File: src/rtl/Pollparametr.sv
// Shared parameters for the multiply-add pipeline and its downstream stages.
package Pollparametr;

  localparam int unsigned Const      = 8;
  localparam int unsigned MACW_IN_W  = 2 * Const;
  localparam int unsigned MACW_ACC_W = MACW_IN_W + 2;

  typedef logic [MACW_ACC_W-1:0] macw_acc_t;

endpackage

File: src/rtl/sat_add_u.sv
// Unsigned saturating adder: accumulator plus zero-extended narrower operand.
module sat_add_u #(
  parameter int unsigned IN_W  = 16,
  parameter int unsigned ACC_W = 18
) (
  input  logic [ACC_W-1:0] a,
  input  logic [IN_W-1:0]  b,
  output logic [ACC_W-1:0] sum,
  output logic             ovf
);

  logic [ACC_W:0] ext_sum;

  // One spare bit catches the carry; it doubles as the overflow flag.
  assign ext_sum = {1'b0, a} + (ACC_W+1)'(b);
  assign ovf     = ext_sum[ACC_W];
  assign sum     = ovf ? {ACC_W{1'b1}} : ext_sum[ACC_W-1:0];

endmodule

File: src/rtl/mac_window_accum.sv
// Sums WINDOW multiply-add results into one saturating total and presents it
// on a valid/ready port; stalls upstream only when a finished total has no room.
module mac_window_accum
  import Pollparametr::*;
#(
  parameter int unsigned IN_W   = MACW_IN_W,
  parameter int unsigned WINDOW = 8,
  parameter int unsigned ACC_W  = IN_W + 2
) (
  input  logic             clk,
  input  logic             rst_n,
  input  logic             clr,
  input  logic             in_valid,
  output logic             in_ready,
  input  logic [IN_W-1:0]  in_data,
  output logic             out_valid,
  input  logic             out_ready,
  output logic [ACC_W-1:0] out_sum,
  output logic             out_sat
);

  localparam int unsigned CNT_W = (WINDOW > 1) ? $clog2(WINDOW) : 1;
  localparam logic [CNT_W-1:0] CNT_LAST = CNT_W'(WINDOW - 1);

  logic [ACC_W-1:0] acc_q, acc_d;
  logic [CNT_W-1:0] cnt_q, cnt_d;
  logic             sat_q, sat_d;
  logic             out_valid_q, out_valid_d;
  logic [ACC_W-1:0] out_sum_q, out_sum_d;
  logic             out_sat_q, out_sat_d;

  logic [ACC_W-1:0] add_sum;
  logic             add_ovf;
  logic             last_c;
  logic             accept_c;
  logic             complete_c;

  sat_add_u #(
    .IN_W  (IN_W),
    .ACC_W (ACC_W)
  ) u_sat_add (
    .a   (acc_q),
    .b   (in_data),
    .sum (add_sum),
    .ovf (add_ovf)
  );

  assign last_c     = (cnt_q == CNT_LAST);
  assign in_ready   = !(last_c && out_valid_q && !out_ready);
  assign accept_c   = in_valid && in_ready;
  assign complete_c = accept_c && last_c && !clr;

  // Window accumulation; clr wins over a sample in the same cycle.
  always_comb begin
    acc_d = acc_q;
    cnt_d = cnt_q;
    sat_d = sat_q;
    if (clr) begin
      acc_d = '0;
      cnt_d = '0;
      sat_d = 1'b0;
    end else if (accept_c) begin
      if (last_c) begin
        acc_d = '0;
        cnt_d = '0;
        sat_d = 1'b0;
      end else begin
        acc_d = add_sum;
        cnt_d = cnt_q + CNT_W'(1);
        sat_d = sat_q | add_ovf;
      end
    end
  end

  // Output holding register; a new total may replace one taken this cycle.
  always_comb begin
    out_valid_d = out_valid_q;
    out_sum_d   = out_sum_q;
    out_sat_d   = out_sat_q;
    if (complete_c) begin
      out_valid_d = 1'b1;
      out_sum_d   = add_sum;
      out_sat_d   = sat_q | add_ovf;
    end else if (out_valid_q && out_ready) begin
      out_valid_d = 1'b0;
    end
  end

  always_ff @(posedge clk or negedge rst_n) begin
    if (!rst_n) begin
      acc_q       <= '0;
      cnt_q       <= '0;
      sat_q       <= 1'b0;
      out_valid_q <= 1'b0;
      out_sum_q   <= '0;
      out_sat_q   <= 1'b0;
    end else begin
      acc_q       <= acc_d;
      cnt_q       <= cnt_d;
      sat_q       <= sat_d;
      out_valid_q <= out_valid_d;
      out_sum_q   <= out_sum_d;
      out_sat_q   <= out_sat_d;
    end
  end

  assign out_valid = out_valid_q;
  assign out_sum   = out_sum_q;
  assign out_sat   = out_sat_q;

endmodule

File: config.mk
export PLATFORM = sky130hd
export DESIGN_NAME = mac_window_accum
export DESIGN_NICKNAME = d
export VERILOG_FILES = /design/src/rtl/Pollparametr.sv /design/src/rtl/sat_add_u.sv /design/src/rtl/mac_window_accum.sv
export SDC_FILE = /design/constraint.sdc
export NUM_CORES = 1
export LEC_CHECK = 0
export CORE_MARGIN = 2
export CORE_UTILIZATION = 40
export CTS_BUF_LIST = sky130_fd_sc_hd__clkbuf_4 sky130_fd_sc_hd__clkbuf_8
export CTS_CLUSTER_DIAMETER = 50
export DETAILED_ROUTE_END_ITERATION = 16
export GPL_TIMING_DRIVEN = 0
export MAX_ROUTING_LAYER = met4
export PLACE_DENSITY = 0.7
export SLEW_MARGIN = 10
export SYNTH_ARGS = -nofsm -noshare
export SYNTH_HDL_FRONTEND = slang
export SYNTH_SLANG_ARGS = --single-unit
File: constraint.sdc
create_clock -name clk -period 2.7 [get_ports clk]
set_input_delay 0.675 -clock clk [delete_from_list [all_inputs] [get_ports clk]]
set_output_delay 0.675 -clock clk [all_outputs]
set_load 0.02 [all_outputs]
# == Word level (Yosys, flattened, before mapping) ==
# Cells that the tools add are included.
# word_totals
wordCells,33
register_bits,42
out_inout_bits,21
in_bits,21
# classes
n_eq_ne,1
reduce_logical,11
n_bitwise,1
n_mux,12
add_sub_neg,2
# ops
op,count
$mux W18,4
$add A18 B16 Y19,1
$mux W3,3
$logic_and A1 B1 Y1,6
$mux W1,5
$reduce_bool A2 Y1,2
$add A3 B1 Y3 const B,1
$eq A3 B3 Y1 const B,1
$logic_not A1 Y1,3
$or A1 B1 Y1,1

# == Longest topological paths before layout ==
# Gate-level depths: netlist (run 1).
# depth
depth_word,8
depth_mapped,9
mapped_depth_nobuf,8

# == Cells and area by module ==
# Synthesis (run 1) repeated with hierarchy kept, for this count alone.
# unflattened
cells_unflattened,238
hier_area_um2,2637.5
# by_module_without_submodules
module,area_each_um2,n_inst,cells_each,seq_area_each_um2
mac_window_accum,1642.8,1,106,1051.0
sat_add_u,994.7,1,132,0.0

# == Worst setup path after synthesis (run 1) ==
# OpenSTA, ideal clock, no wires.
# synth_timing
path_kind,input -> register
startpoint,in in_data[0]
endpoint,"reg out_sum_q[17], in the netlist out_sum[17]"
setup_time_ns,0.126
arrival_time_ns,2.593
stages,8
path_buffers,0
required_time_ns,2.574
setup_slack_ns,-0.019
path_cell_list,ha_1 fa_1 a21oi_1 o221a_4 or4b_4 a31oi_4 nand2b_1 o32a_1
# synth_between
elab_chain_len,2
# synth_rtl
item,line_no,text
start: declaration,mac_window_accum.sv:15,"input logic [IN_W-1:0] in_data,"
$add A18 B16 Y19,sat_add_u.sv:15,"assign ext_sum = {1'b0, a} + (ACC_W+1)'(b);"
$mux W18,sat_add_u.sv:17,assign sum = ovf ? {ACC_W{1'b1}} : ext_sum[ACC_W-1:0];
end signal: assignment,mac_window_accum.sv:102,out_sum_q <= out_sum_d;
end: declaration,mac_window_accum.sv:29,"logic [ACC_W-1:0] out_sum_q, out_sum_d;"
# Every way passes these cells.
# A chain may end at the register's enable or synchronous reset.

# == Worst setup path after layout (run 1) ==
# layout_timing
startpoint,in in_data[3]
endpoint,"reg out_sum_q[0], in the netlist out_sum[0]"
# The elaborated chain is that of the path after synthesis.

==> out/metrics.yaml, run 1 <==
worst-path-buf-inv: 2
critical_path_peak_fanout: 6
netlist_instances: 279
postPlaceCellArea_mm2: 0.003074
rr_startpoint: "acc_q[0]$_DFFE_PN0P_"
achievable-frequency_ghz: 0.3763
period_share_pct: 98.42
clock_edge_transition_at_the_registers_on_the_reported_setup_and_hold_paths_ps: 90
place.port_buffers: 41
finalHoldViolations: 0
post-dp-hpwl_mm: 4.586
r2r_end: "out_sum[0]$_DFFE_PN0P_"
clk_latency_ps: 300
worst-endpoint-arrival_ps: 2880
static-leakage-power_nw: 1.558
die_h_um: 83.83
relSlewSlack_pct: 38.31
cells_taking_the_most_area_after_synthesis: "sky130_fd_sc_hd__dfrtp_1 41%, sky130_fd_sc_hd__ha_1 8.8%, sky130_fd_sc_hd__a21oi_1 6.5%"
nNetsFinal: 384
drt_first_iter_violations: 207
drv.max_cap_violation_count: 0
endpoint: "out_sum[0]$_DFFE_PN0P_"
ctsRootBufferMaster: "sky130_fd_sc_hd__clkbuf_8"
fin_crit_ps: 2657
path_delay_family: "compound AO/OA/AOI/OAI gates"
die_area_mm2: 0.007027
insertedDiodeCount: 0
dp_slack_ps: -812.4
design_area_mm2: 0.003662
grt_start_max_net_pins: 29
worst-path-stages: 9
timing.reg2reg.worst_path_depth: 9
layout.cells.most_common: "sky130_fd_sc_hd__dfrtp_1"
cp_cell_sequence: "dlygate4sd2_1 > ha_4 > nand3_4 > o221a_4 > or4b_4 > a31oi_4 > buf_6 > nor2_1 > a21oi_1"
routed_via_density: 5.581
number_of_pins_exceeding_their_max_slew_limit_in_the_final_report: 0
synthArstFlopShare_pct: 100.0
postRouteWirelength_mm: 7.113
p_per_area_mw_per_mm2: 533.8
mappedNetlistNets: 319
antenna_found_initial: 0
drc: 0
die-width_um: 83.83
outcome: "finished clean"
grt.overflow.total: 0
cts_buffers: 5
drive_above_1_share_pct: 23.48
cts_tree: "built"
timing_worst_slew_pin_value_ps: 923.3
tns_ps: 0
core_area_mm2: 0.006241
setup_violations: 0
firstDrtPassIters: 4
global_route_wire_length_before_repair_mm: 11.33
seq_area_frac_synth_pct: 41.24
cts.sink_count: 42
synth_enable_flop_cells: 0
finalClockSkew_ps: 7.189
critPathLaunchType: "input pin"
layout_setup_ws_ps: 42.73
vias: 2355
max-vdd-ir-drop_mv: 0.2862
dominantRegCellSynth: "sky130_fd_sc_hd__dfrtp_1"
place_congestion: 0.9523
ant_nets: 0
first_global_vias: 2406
synth_seq_cells: 42
post-place-cells: 398
synthDominantCellAreaShare_pct: 41.24
netlist_area_mm2: 0.002549
yosys.cell_types.count: 50
ios: 42
starting_density_of_the_core_pct: 40.84
biggest_area_consumer_among_synthesized_cells: "sky130_fd_sc_hd__dfrtp_1"
worst-endpoint-required_ps: 2920
groute.usage.overall_pct: 20.32
avg_wl_per_cell_um: 16.86
ctsHtreeMaxLevel: 2
crit_slowest_cell: "sky130_fd_sc_hd__or4b_4"
setup.reg_to_reg.worst_slack_ps: 230
ys_warn_count: 0
cp-startpoint: "in_data[3]"
worst_hold_path_type: "input pin to async pin"
timing.hold.ws_ps: 279.3
timing_worst_setup_path_type: "input pin to flip-flop"
postSynthAreaPerCell_um2: 9.135
crit_path_max_incr_delay_ps: 570
final-instance-count-excl-fill: 422
rows: 29
crit_path_end_kind: "flip-flop"
clk_path_buf_depth: 2
area.growth.synth_to_final_pct: 43.69
layout_common_cells: "42 x sky130_fd_sc_hd__dfrtp_1, 30 x sky130_fd_sc_hd__clkdlybuf4s50_1, 27 x sky130_fd_sc_hd__nor2_1"
-- through the flow --
step                      total power, mW  util (%)
final                               1.955     58.68
after detailed placement            1.247     49.26
after global routing                2.065     58.68
after CTS                           1.843     55.93
after floorplan                     1.099         -
after global placement              1.234     49.02
-- cells by family after synthesis --
| group | count (synthesis) | synth area share, % |
|---|---|---|
| fa+ha+maj | 19 | 9.622 |
| flops | 42 | 41.24 |
| simple gates | 89 | 16.40 |
| buf+inv | 19 | 3.191 |
| xor+xnor | 12 | 4.124 |
| compound gates | 96 | 24.65 |
| mux | 2 | 0.7855 |
-- how the worst min path moves through the flow --
stage | to | cells after the start | slack [ps]
after floorplan | acc_q[0]$_DFFE_PN0P_ | 0 | 380
after global routing | out_valid$_DFFE_PN0P_ | 1 | 310
after detailed placement | acc_q[10]$_DFFE_PN0P_ | 2 | 470
final | out_valid$_DFFE_PN0P_ | 1 | 280
after CTS | out_valid$_DFFE_PN0P_ | 1 | 290
after global placement | acc_q[11]$_DFFE_PN0P_ | 2 | 470
-- cell type report --
cell class | instances | area (um2)
multi-input cells | 218 | 1757
clock inverters | 1 | 8.758
inverters | 6 | 22.52
repair buffers | 60 | 569.3
clock buffers | 7 | 90.09
flip-flops and latches | 42 | 1051
fillers | 546 | 2579
well taps | 77 | 96.34
plain buffers | 11 | 67.56
-- cell usage after synthesis (2+ instances only) --
cell type,number
sky130_fd_sc_hd__a21oi_1,33
sky130_fd_sc_hd__o21a_1,3
sky130_fd_sc_hd__and3_1,5
sky130_fd_sc_hd__ha_1,18
sky130_fd_sc_hd__dfrtp_1,42
sky130_fd_sc_hd__nand3b_1,3
sky130_fd_sc_hd__o211ai_1,2
sky130_fd_sc_hd__o22a_1,4
sky130_fd_sc_hd__nor2b_1,4
sky130_fd_sc_hd__o21ai_1,8
sky130_fd_sc_hd__a21o_1,4
sky130_fd_sc_hd__a311o_1,2
sky130_fd_sc_hd__a211oi_1,5
sky130_fd_sc_hd__nand3_1,7
sky130_fd_sc_hd__a221o_1,3
sky130_fd_sc_hd__a31oi_1,3
sky130_fd_sc_hd__inv_1,6
sky130_fd_sc_hd__buf_2,2
sky130_fd_sc_hd__xor2_1,3
sky130_fd_sc_hd__clkbuf_1,10
sky130_fd_sc_hd__xnor2_1,9
sky130_fd_sc_hd__o21ai_0,16
sky130_fd_sc_hd__nor3b_1,2
sky130_fd_sc_hd__mux2i_1,2
sky130_fd_sc_hd__nand2_1,27
sky130_fd_sc_hd__nor2_1,32
-- flip-flops by register name, summed over array words and instances (netlist names) --
signal	flops
acc_q	18
cnt_q	3
out_sat	1
out_sum	18
out_valid	1
sat_q	1
-- routing by layer --
metal	wire, um	up-vias	global-route usage [%]
met2	3493	59	33.53
li1	-	1147	-
met3	249	16	2.374
met5	0	-	-
met4	189	0	5.572
met1	3181	1133	26.68
-- what timing repair did --
action | CTS | global route
hold buffers | 0 | 0
resized for setup | 61 | 27
buffers inserted | 10 | 7
pin swaps | 23 | 12
setup endpoints to repair | 38 | 38
cloned | 1 | 0
-- where the power goes --
group,internal (mW),switching [mW]
sequential,0.669,0.0421
clock,0.222,0.235
combinational,0.378,0.409
total,1.27,0.686
(Power assumes the default switching activity.)
==> run 2: changes to the inputs <==
--- a/config.mk
+++ b/config.mk
@@ -13,2 +13,3 @@
 export GPL_TIMING_DRIVEN = 0
+export HOLD_SLACK_MARGIN = 0.03
 export MAX_ROUTING_LAYER = met4
==> constraint.sdc (replaced) <==
create_clock -name clk -period 2.7 [get_ports clk]
set_input_delay 0.27 -clock clk [delete_from_list [all_inputs] [get_ports clk]]
set_output_delay 0.27 -clock clk [all_outputs]
set_load 0.02 [all_outputs]
==> out/metrics.yaml, run 2 (synthesized netlist as in run 1, its figures left out) <==
place.port_buffers: 41  # unchanged
clk_path_buf_depth: 2  # unchanged
global_route_wire_length_before_repair_mm: 10.56  # was 11.33 mm
wl_met2_mm: 2.987  # was 3.493 mm
design_area_mm2: 0.003234  # was 0.003662 mm2
drive_above_1_share_pct: 9.610  # was 23.48%
insertedDiodeCount: 0  # unchanged
comb_power_share_pct: 33.0  # was 40.2%
intPower_mw: 1.130  # was 1.269 mW
number_of_pins_exceeding_their_max_slew_limit_in_the_final_report: 0  # unchanged
cts_tree: "built"  # unchanged
groute.usage.overall_pct: 19.10  # was 20.32%
cts.sink_count: 42  # unchanged
critical_path_peak_fanout: 10  # was 6
cts_buffers: 5  # unchanged
outcome: "finished clean"  # unchanged
post-dp-hpwl_mm: 4.619  # was 4.586 mm
avg_wl_per_cell_um: 15.38  # was 16.86 um
achievable-frequency_ghz: 0.3912  # was 0.3763 GHz
postRouteWirelength_mm: 6.305  # was 7.113 mm
drt-met1-wl_mm: 2.956  # was 3.181 mm
ctsHtreeMaxLevel: 2  # unchanged
die-width_um: 83.83  # unchanged
worst-endpoint-required_ps: 2930  # was 2920 ps
topRoutingLayerUsed: "met4"  # unchanged
setup_violations: 0  # unchanged
critPathLaunchType: "input pin"  # unchanged
place_congestion: 0.9565  # was 0.9523
drt_first_iter_violations: 116  # was 207
p_per_area_mw_per_mm2: 531.4  # was 533.8 mW/mm2
period_share_pct: 94.67  # was 98.42%
finalClockSkew_ps: 8.006  # was 7.189 ps
nNetsFinal: 372  # was 384
drc: 0  # unchanged
post-place-cells: 398  # unchanged
layout_common_cells: "42 x sky130_fd_sc_hd__dfrtp_1, 40 x sky130_fd_sc_hd__clkdlybuf4s50_1, 32 x sky130_fd_sc_hd__nor2_1"  # was 42 x sky130_fd_sc_hd__dfrtp_1, 30 x sky130_fd_sc_hd__clkdlybuf4s50_1, 27 x sky130_fd_sc_hd__nor2_1
vias: 2271  # was 2355
worst-endpoint-arrival_ps: 2790  # was 2880 ps
worst_hold_path_type: "input pin to async pin"  # unchanged
fill_cells: 610  # was 546
die_h_um: 83.83  # unchanged
timing_worst_setup_path_type: "input pin to flip-flop"  # unchanged
clock_edge_transition_at_the_registers_on_the_reported_setup_and_hold_paths_ps: 90  # about the same
grt_setup_unrepaired: "false"
setup.reg_to_reg.worst_slack_ps: 150  # was 230 ps
finalHoldViolations: 0  # unchanged
grt_start_max_net_pins: 29  # unchanged
static-leakage-power_nw: 1.436  # was 1.558 nW
ctsRootBufferMaster: "sky130_fd_sc_hd__clkbuf_8"  # unchanged
firstDrtPassIters: 4  # unchanged
met3_length_um: 260  # was 249 um
fin_crit_ps: 2556  # was 2657 ps
share_seq_of_total_power_pct: 40.4  # was 36.4%
die_area_mm2: 0.007027  # unchanged
postPlaceCellArea_mm2: 0.003070  # was 0.003074 mm2
ios: 42  # unchanged
first_global_vias: 2208  # was 2406
routed_via_density: 5.539  # was 5.581
layout.cells.most_common: "sky130_fd_sc_hd__dfrtp_1"  # unchanged
power.clock.fraction_pct: 26.6  # was 23.4%
ant_nets: 0  # unchanged
final-instance-count-excl-fill: 410  # was 422
core_area_mm2: 0.006241  # unchanged
clk_latency_ps: 300  # about the same
area.growth.synth_to_final_pct: 26.90  # was 43.69%
rows: 29  # unchanged
timing_worst_slew_pin_value_ps: 893.6  # was 923.3 ps
drv.max_cap_violation_count: 0  # unchanged
starting_density_of_the_core_pct: 40.84  # unchanged
max-vdd-ir-drop_mv: 0.2483  # was 0.2862 mV
relSlewSlack_pct: 40.30  # was 38.31%
crit_path_end_kind: "flip-flop"  # unchanged
switching_power_uw: 588.2  # was 686.2 uW
antenna_found_initial: 0  # unchanged
grt.overflow.total: 0  # unchanged
switch_share_pct: 34.23  # was 35.10%
-- run 2: cell count changes in the layout (fill, tap and decap cells not counted), moves of 6 or more --
cell,change
sky130_fd_sc_hd__o21ai_0,+6
sky130_fd_sc_hd__buf_4,-11
sky130_fd_sc_hd__ha_4,-13
sky130_fd_sc_hd__ha_1,+12
sky130_fd_sc_hd__clkdlybuf4s50_1,+10
-- run 2: final cells by class --
type                    instances  area (um2)  area share (%)
repair buffers                 47       465.4           14.39
well taps                      77       96.34           2.979
inverters                       6       22.52          0.6963
clock buffers                   7       90.09           2.785
flip-flops and latches         42        1051           32.50
plain buffers                  12       55.05           1.702
multi-input cells             218        1445           44.68
clock inverters                 1       8.758          0.2708
-- run 2: through the flow --
stage	TNS [ps]	hold WS, ps	setup WS, ps	utilization (%)	total power, mW
5_1_grt	0	450.4	1.295	51.82	1.829
2_1_floorplan	0	-25.59	302.2	-	1.097
4_1_cts	0	424.2	62.44	51.24	1.707
3_3_place_gp	-10060	467.7	-407.6	48.96	1.232
3_5_place_dp	-11030	216.6	-416.4	49.20	1.246
6_report	0	410.8	143.9	51.82	1.719
-- run 2: worst paths after layout --
check	start	cells past startpoint	end
max	in_data[0]	10	out_sum[5]$_DFFE_PN0P_
max in group asynchronous	rst_n	3	acc_q[9]$_DFFE_PN0P_
min	rst_n	2	out_valid$_DFFE_PN0P_
min in group clk	acc_q[10]$_DFFE_PN0P_	2	acc_q[10]$_DFFE_PN0P_
max reg2reg	acc_q[4]$_DFFE_PN0P_	8	out_sum[5]$_DFFE_PN0P_
min reg2reg	acc_q[10]$_DFFE_PN0P_	2	acc_q[10]$_DFFE_PN0P_
-- run 2: power by group through the flow --
stage	Combinational [mW]	Clock [mW]	Sequential [mW]
after global placement	0.528	0	0.705
after floorplan	0.395	0	0.702
after global routing	0.637	0.491	0.700
final	0.567	0.458	0.694
after detailed placement	0.540	0	0.707
after CTS	0.545	0.467	0.695
-- run 2: metal layers --
| metal | vias to the layer above | global-route usage, % |
|---|---|---|
| met1 | 1079 | 25.13 |
| met3 | 9 | 2.176 |
| met2 | 65 | 30.84 |
| li1 | 1118 | - |
| met4 | 0 | 6.598 |
| met5 | - | - |
-- run 2: worst max-delay path: stages --
cell                              delay (ps)
sky130_fd_sc_hd__clkdlybuf4s50_1         460
sky130_fd_sc_hd__ha_2                    200
sky130_fd_sc_hd__fa_2                    230
sky130_fd_sc_hd__a21oi_2                  90
sky130_fd_sc_hd__o221a_4                 280
sky130_fd_sc_hd__or4b_4                  570
sky130_fd_sc_hd__a31oi_4                 270
sky130_fd_sc_hd__buf_6                   180
sky130_fd_sc_hd__nor2_1                   70
sky130_fd_sc_hd__a21oi_1                 160
-- run 2: what timing repair did --
item,CTS,global route
buffers inserted,2,2
gates cloned,0,0
hold endpoints to repair,14,0
resized for setup,1,7
hold buffers,1,0
setup endpoints to repair,20,25
pin swaps,1,2
==> run 3: changes to the inputs <==
PLACE_DENSITY = 0.69   (was 0.7)
SYNTH_HIERARCHICAL = 1   (was not set)
==> out/metrics.yaml, run 3 <==
area.growth.synth_to_final_pct: 28.89  # was 26.90%
static-leakage-power_nw: 1.623  # was 1.436 nW
max-vdd-ir-drop_mv: 0.2795  # was 0.2483 mV
ios: 42  # unchanged
period_share_pct: 101.9  # was 94.67%
ctsRootBufferMaster: "sky130_fd_sc_hd__clkbuf_8"  # unchanged
cts_tree: "built"  # unchanged
relSlewSlack_pct: 61.44  # was 40.30%
post-place-cells: 357  # was 398
place.port_buffers: 41  # unchanged
groute.usage.overall_pct: 18.08  # was 19.10%
achievable-frequency_ghz: 0.3634  # was 0.3912 GHz
die-width_um: 85.20  # was 83.83 um
rows: 29  # unchanged
drc: 0  # unchanged
layout_common_cells: "42 x sky130_fd_sc_hd__dfrtp_1, 39 x sky130_fd_sc_hd__clkdlybuf4s50_1, 18 x sky130_fd_sc_hd__a22o_1, 18 x sky130_fd_sc_hd__nand2b_1, 17 x sky130_fd_sc_hd__ha_1"  # was 42 x sky130_fd_sc_hd__dfrtp_1, 40 x sky130_fd_sc_hd__clkdlybuf4s50_1, 32 x sky130_fd_sc_hd__nor2_1
drt_first_iter_violations: 69  # was 116
clk_path_buf_depth: 2  # unchanged
ctsHtreeMaxLevel: 2  # unchanged
drive_above_1_share_pct: 18.24  # was 9.610%
insertedDiodeCount: 0  # unchanged
grt_start_max_net_pins: 26  # was 29
netlist_area_mm2: 0.002638  # was 0.002549 mm2
antenna_found_initial: 0  # unchanged
seq_area_frac_synth_pct: 39.85  # was 41.24%
mappedNetlistNets: 278  # was 319
first_global_vias: 2131  # was 2208
core_area_mm2: 0.006350  # was 0.006241 mm2
clock_edge_transition_at_the_registers_on_the_reported_setup_and_hold_paths_ps: 80  # was 90 ps
synthArstFlopShare_pct: 100.0  # unchanged
p_per_area_mw_per_mm2: 545.6  # was 531.4 mW/mm2
grt_setup_unrepaired: "true"  # was false
firstDrtPassIters: 4  # unchanged
cells_taking_the_most_area_after_synthesis: "sky130_fd_sc_hd__dfrtp_1 40%, sky130_fd_sc_hd__ha_1 8.5%, sky130_fd_sc_hd__a22o_1 6.0%"  # was sky130_fd_sc_hd__dfrtp_1 41%, sky130_fd_sc_hd__ha_1 8.8%, sky130_fd_sc_hd__a21oi_1 6.5%
finalHoldViolations: 0  # unchanged
avg_wl_per_cell_um: 15.86  # was 15.38 um
utilization_pct: 53.54  # was 51.82%
timing_worst_setup_path_type: "flip-flop to flip-flop"  # was input pin to flip-flop
fin_crit_ps: 2752  # was 2556 ps
netlist_instances: 238  # was 279
design_area_mm2: 0.003400  # was 0.003234 mm2
tns_ps: -72.11  # was 0 ps
synth_enable_flop_cells: 0  # unchanged
biggest_area_consumer_among_synthesized_cells: "sky130_fd_sc_hd__dfrtp_1"  # unchanged
critical_path_peak_fanout: 4  # was 10
worst_hold_path_type: "input pin to async pin"  # unchanged
synth.most_common_cell: "sky130_fd_sc_hd__dfrtp_1"  # unchanged
drv.max_cap_violation_count: 0  # unchanged
outcome: "finished, violations left"  # was finished clean
postPlaceCellArea_mm2: 0.003159  # was 0.003070 mm2
clk_latency_ps: 290  # was 300 ps
vias: 2027  # was 2271
setup_violations: 2  # was 0
place_congestion: 0.8750  # was 0.9565
starting_density_of_the_core_pct: 41.54  # was 40.84%
worst-endpoint-arrival_ps: 2930  # was 2790 ps
ys_warn_count: 6  # was 0
layout_setup_ws_ps: -51.66  # was 143.9 ps
number_of_pins_exceeding_their_max_slew_limit_in_the_final_report: 0  # unchanged
layout.cells.most_common: "sky130_fd_sc_hd__dfrtp_1"  # unchanged
ant_nets: 0  # unchanged
synth_seq_cells: 42  # unchanged
die_area_mm2: 0.007259  # was 0.007027 mm2
yosys.cell_types.count: 49  # was 50
finalClockSkew_ps: 4.406  # was 8.006 ps
global_route_wire_length_before_repair_mm: 10.16  # was 10.56 mm
timing_worst_slew_pin_value_ps: 572.3  # was 893.6 ps
crit_path_end_kind: "flip-flop"  # unchanged
worst-endpoint-required_ps: 2880  # was 2930 ps
netlist_top_cells_count: "42 x sky130_fd_sc_hd__dfrtp_1, 18 x sky130_fd_sc_hd__a22o_1, 18 x sky130_fd_sc_hd__ha_1, 18 x sky130_fd_sc_hd__nand2b_1, 11 x sky130_fd_sc_hd__mux2_2"  # was 42 x sky130_fd_sc_hd__dfrtp_1, 33 x sky130_fd_sc_hd__a21oi_1, 32 x sky130_fd_sc_hd__nor2_1
final-instance-count-excl-fill: 373  # was 410
cts_buffers: 5  # unchanged
grt.overflow.total: 0  # unchanged
cts.sink_count: 42  # unchanged
synthDominantCellAreaShare_pct: 39.85  # was 41.24%
die_h_um: 85.20  # was 83.83 um
postRouteWirelength_mm: 5.915  # was 6.305 mm
postSynthAreaPerCell_um2: 11.08  # was 9.135 um2
post-dp-hpwl_mm: 4.290  # was 4.619 mm
dominantRegCellSynth: "sky130_fd_sc_hd__dfrtp_1"  # unchanged
failed_checks: "negative setup slack"
critPathLaunchType: "flip-flop"  # was input pin
routed_via_density: 5.434  # was 5.539
nNetsFinal: 336  # was 372
-- run 3: cell types whose count changed in the layout (fill, tap and decap cells not counted), sizes merged, moves of 5 or more --
cell	before	now
xnor2	9	4
clkbuf	16	6
buf	9	16
nand2	27	9
a211oi	5	0
nand2b	1	18
mux2	0	20
nor2	32	8
a21oi	34	15
o21ai	24	12
xor2	3	8
a22o	1	18
-- run 3: kinds of logic (layout without fill, tap and decap cells) --
| family | count (synthesis) | in the layout | synth area share, % |
|---|---|---|---|
| muxes | 22 | 22 | 9.298 |
| adders and majority gates | 19 | 19 | 9.298 |
| and+or+nand+nor | 62 | 62 | 14.85 |
| xor gates and xnor gates | 12 | 12 | 3.985 |
| buffers and inverters | 13 | 71 | 2.751 |
| DFF | 42 | 42 | 39.85 |
| AOI/OAI and AO/OA | 68 | 68 | 19.97 |
-- run 3: timing repair --
| item | 4_1_cts | 5_1_grt |
|---|---|---|
| endpoints found under the setup margin | 24 | 27 |
| setup buffers | 7 | 1 |
| hold buffers | 1 | 0 |
| endpoints found under the hold margin | 17 | 0 |
| gates resized for setup | 16 | 0 |
| pin swaps | 9 | 5 |
-- run 3: critical path: stages, from the launching register on --
cell                        delay (ps)
sky130_fd_sc_hd__dfrtp_1           390
sky130_fd_sc_hd__ha_2              180
sky130_fd_sc_hd__inv_2              60
sky130_fd_sc_hd__fa_2              190
sky130_fd_sc_hd__and2b_2           250
sky130_fd_sc_hd__o2111ai_4         240
sky130_fd_sc_hd__a21oi_4           120
sky130_fd_sc_hd__buf_6             130
sky130_fd_sc_hd__o21ai_4           160
sky130_fd_sc_hd__a21oi_4           100
sky130_fd_sc_hd__or4b_4            540
sky130_fd_sc_hd__mux2_4            270
-- run 3: power breakdown --
group	switching, mW	total (mW)	internal [mW]
combinational	0.343	0.641	0.298
clock	0.216	0.513	0.296
sequential	0.0292	0.701	0.672
-- run 3: metal layers --
metal | up-vias | global-route usage, % | wire, um
met5 | - | - | 0
met4 | 0 | 5.772 | 100
li1 | 990 | - | -
met2 | 33 | 27.63 | 2821
met3 | 8 | 3.210 | 164
met1 | 996 | 24.50 | 2828
-- run 3: area by class of cell --
type / instances / area [um2]
multi-input combinational: 183 / 1567
tap: 77 / 96.34
timing repair buffer: 51 / 498.0
clock buffer: 6 / 82.58
inverter: 7 / 26.28
fill: 547 / 2950
buffer: 6 / 48.80
clock inverter: 1 / 30.03
sequential: 42 / 1051
-- run 3: path summary, 6_finish.rpt --
path	slack, ps	cells past startpoint	start	endpoint
worst max-delay path	-50	11	acc_q[0]$_DFFE_PN0P_	out_sum[15]$_DFFE_PN0P_
worst max register to register	-50	11	acc_q[0]$_DFFE_PN0P_	out_sum[15]$_DFFE_PN0P_
max in group asynchronous	1770	3	rst_n	acc_q[13]$_DFFE_PN0P_
worst min-delay path	450	2	rst_n	out_sat$_DFFE_PN0P_
worst min register to register	490	1	out_sum[2]$_DFFE_PN0P_	out_sum[2]$_DFFE_PN0P_
min in group clk	490	1	out_sum[2]$_DFFE_PN0P_	out_sum[2]$_DFFE_PN0P_
-- run 3: metrics by stage --
stage	hold WS (ps)	worst slack [ps]	power, mW
after floorplan	-25.59	98.16	1.146
after global placement	471.4	-545.5	1.296
after detailed placement	245.9	-577.2	1.305
after CTS	468.3	-64.92	1.861
after global routing	482.3	-113.0	1.980
final	450.0	-51.66	1.855
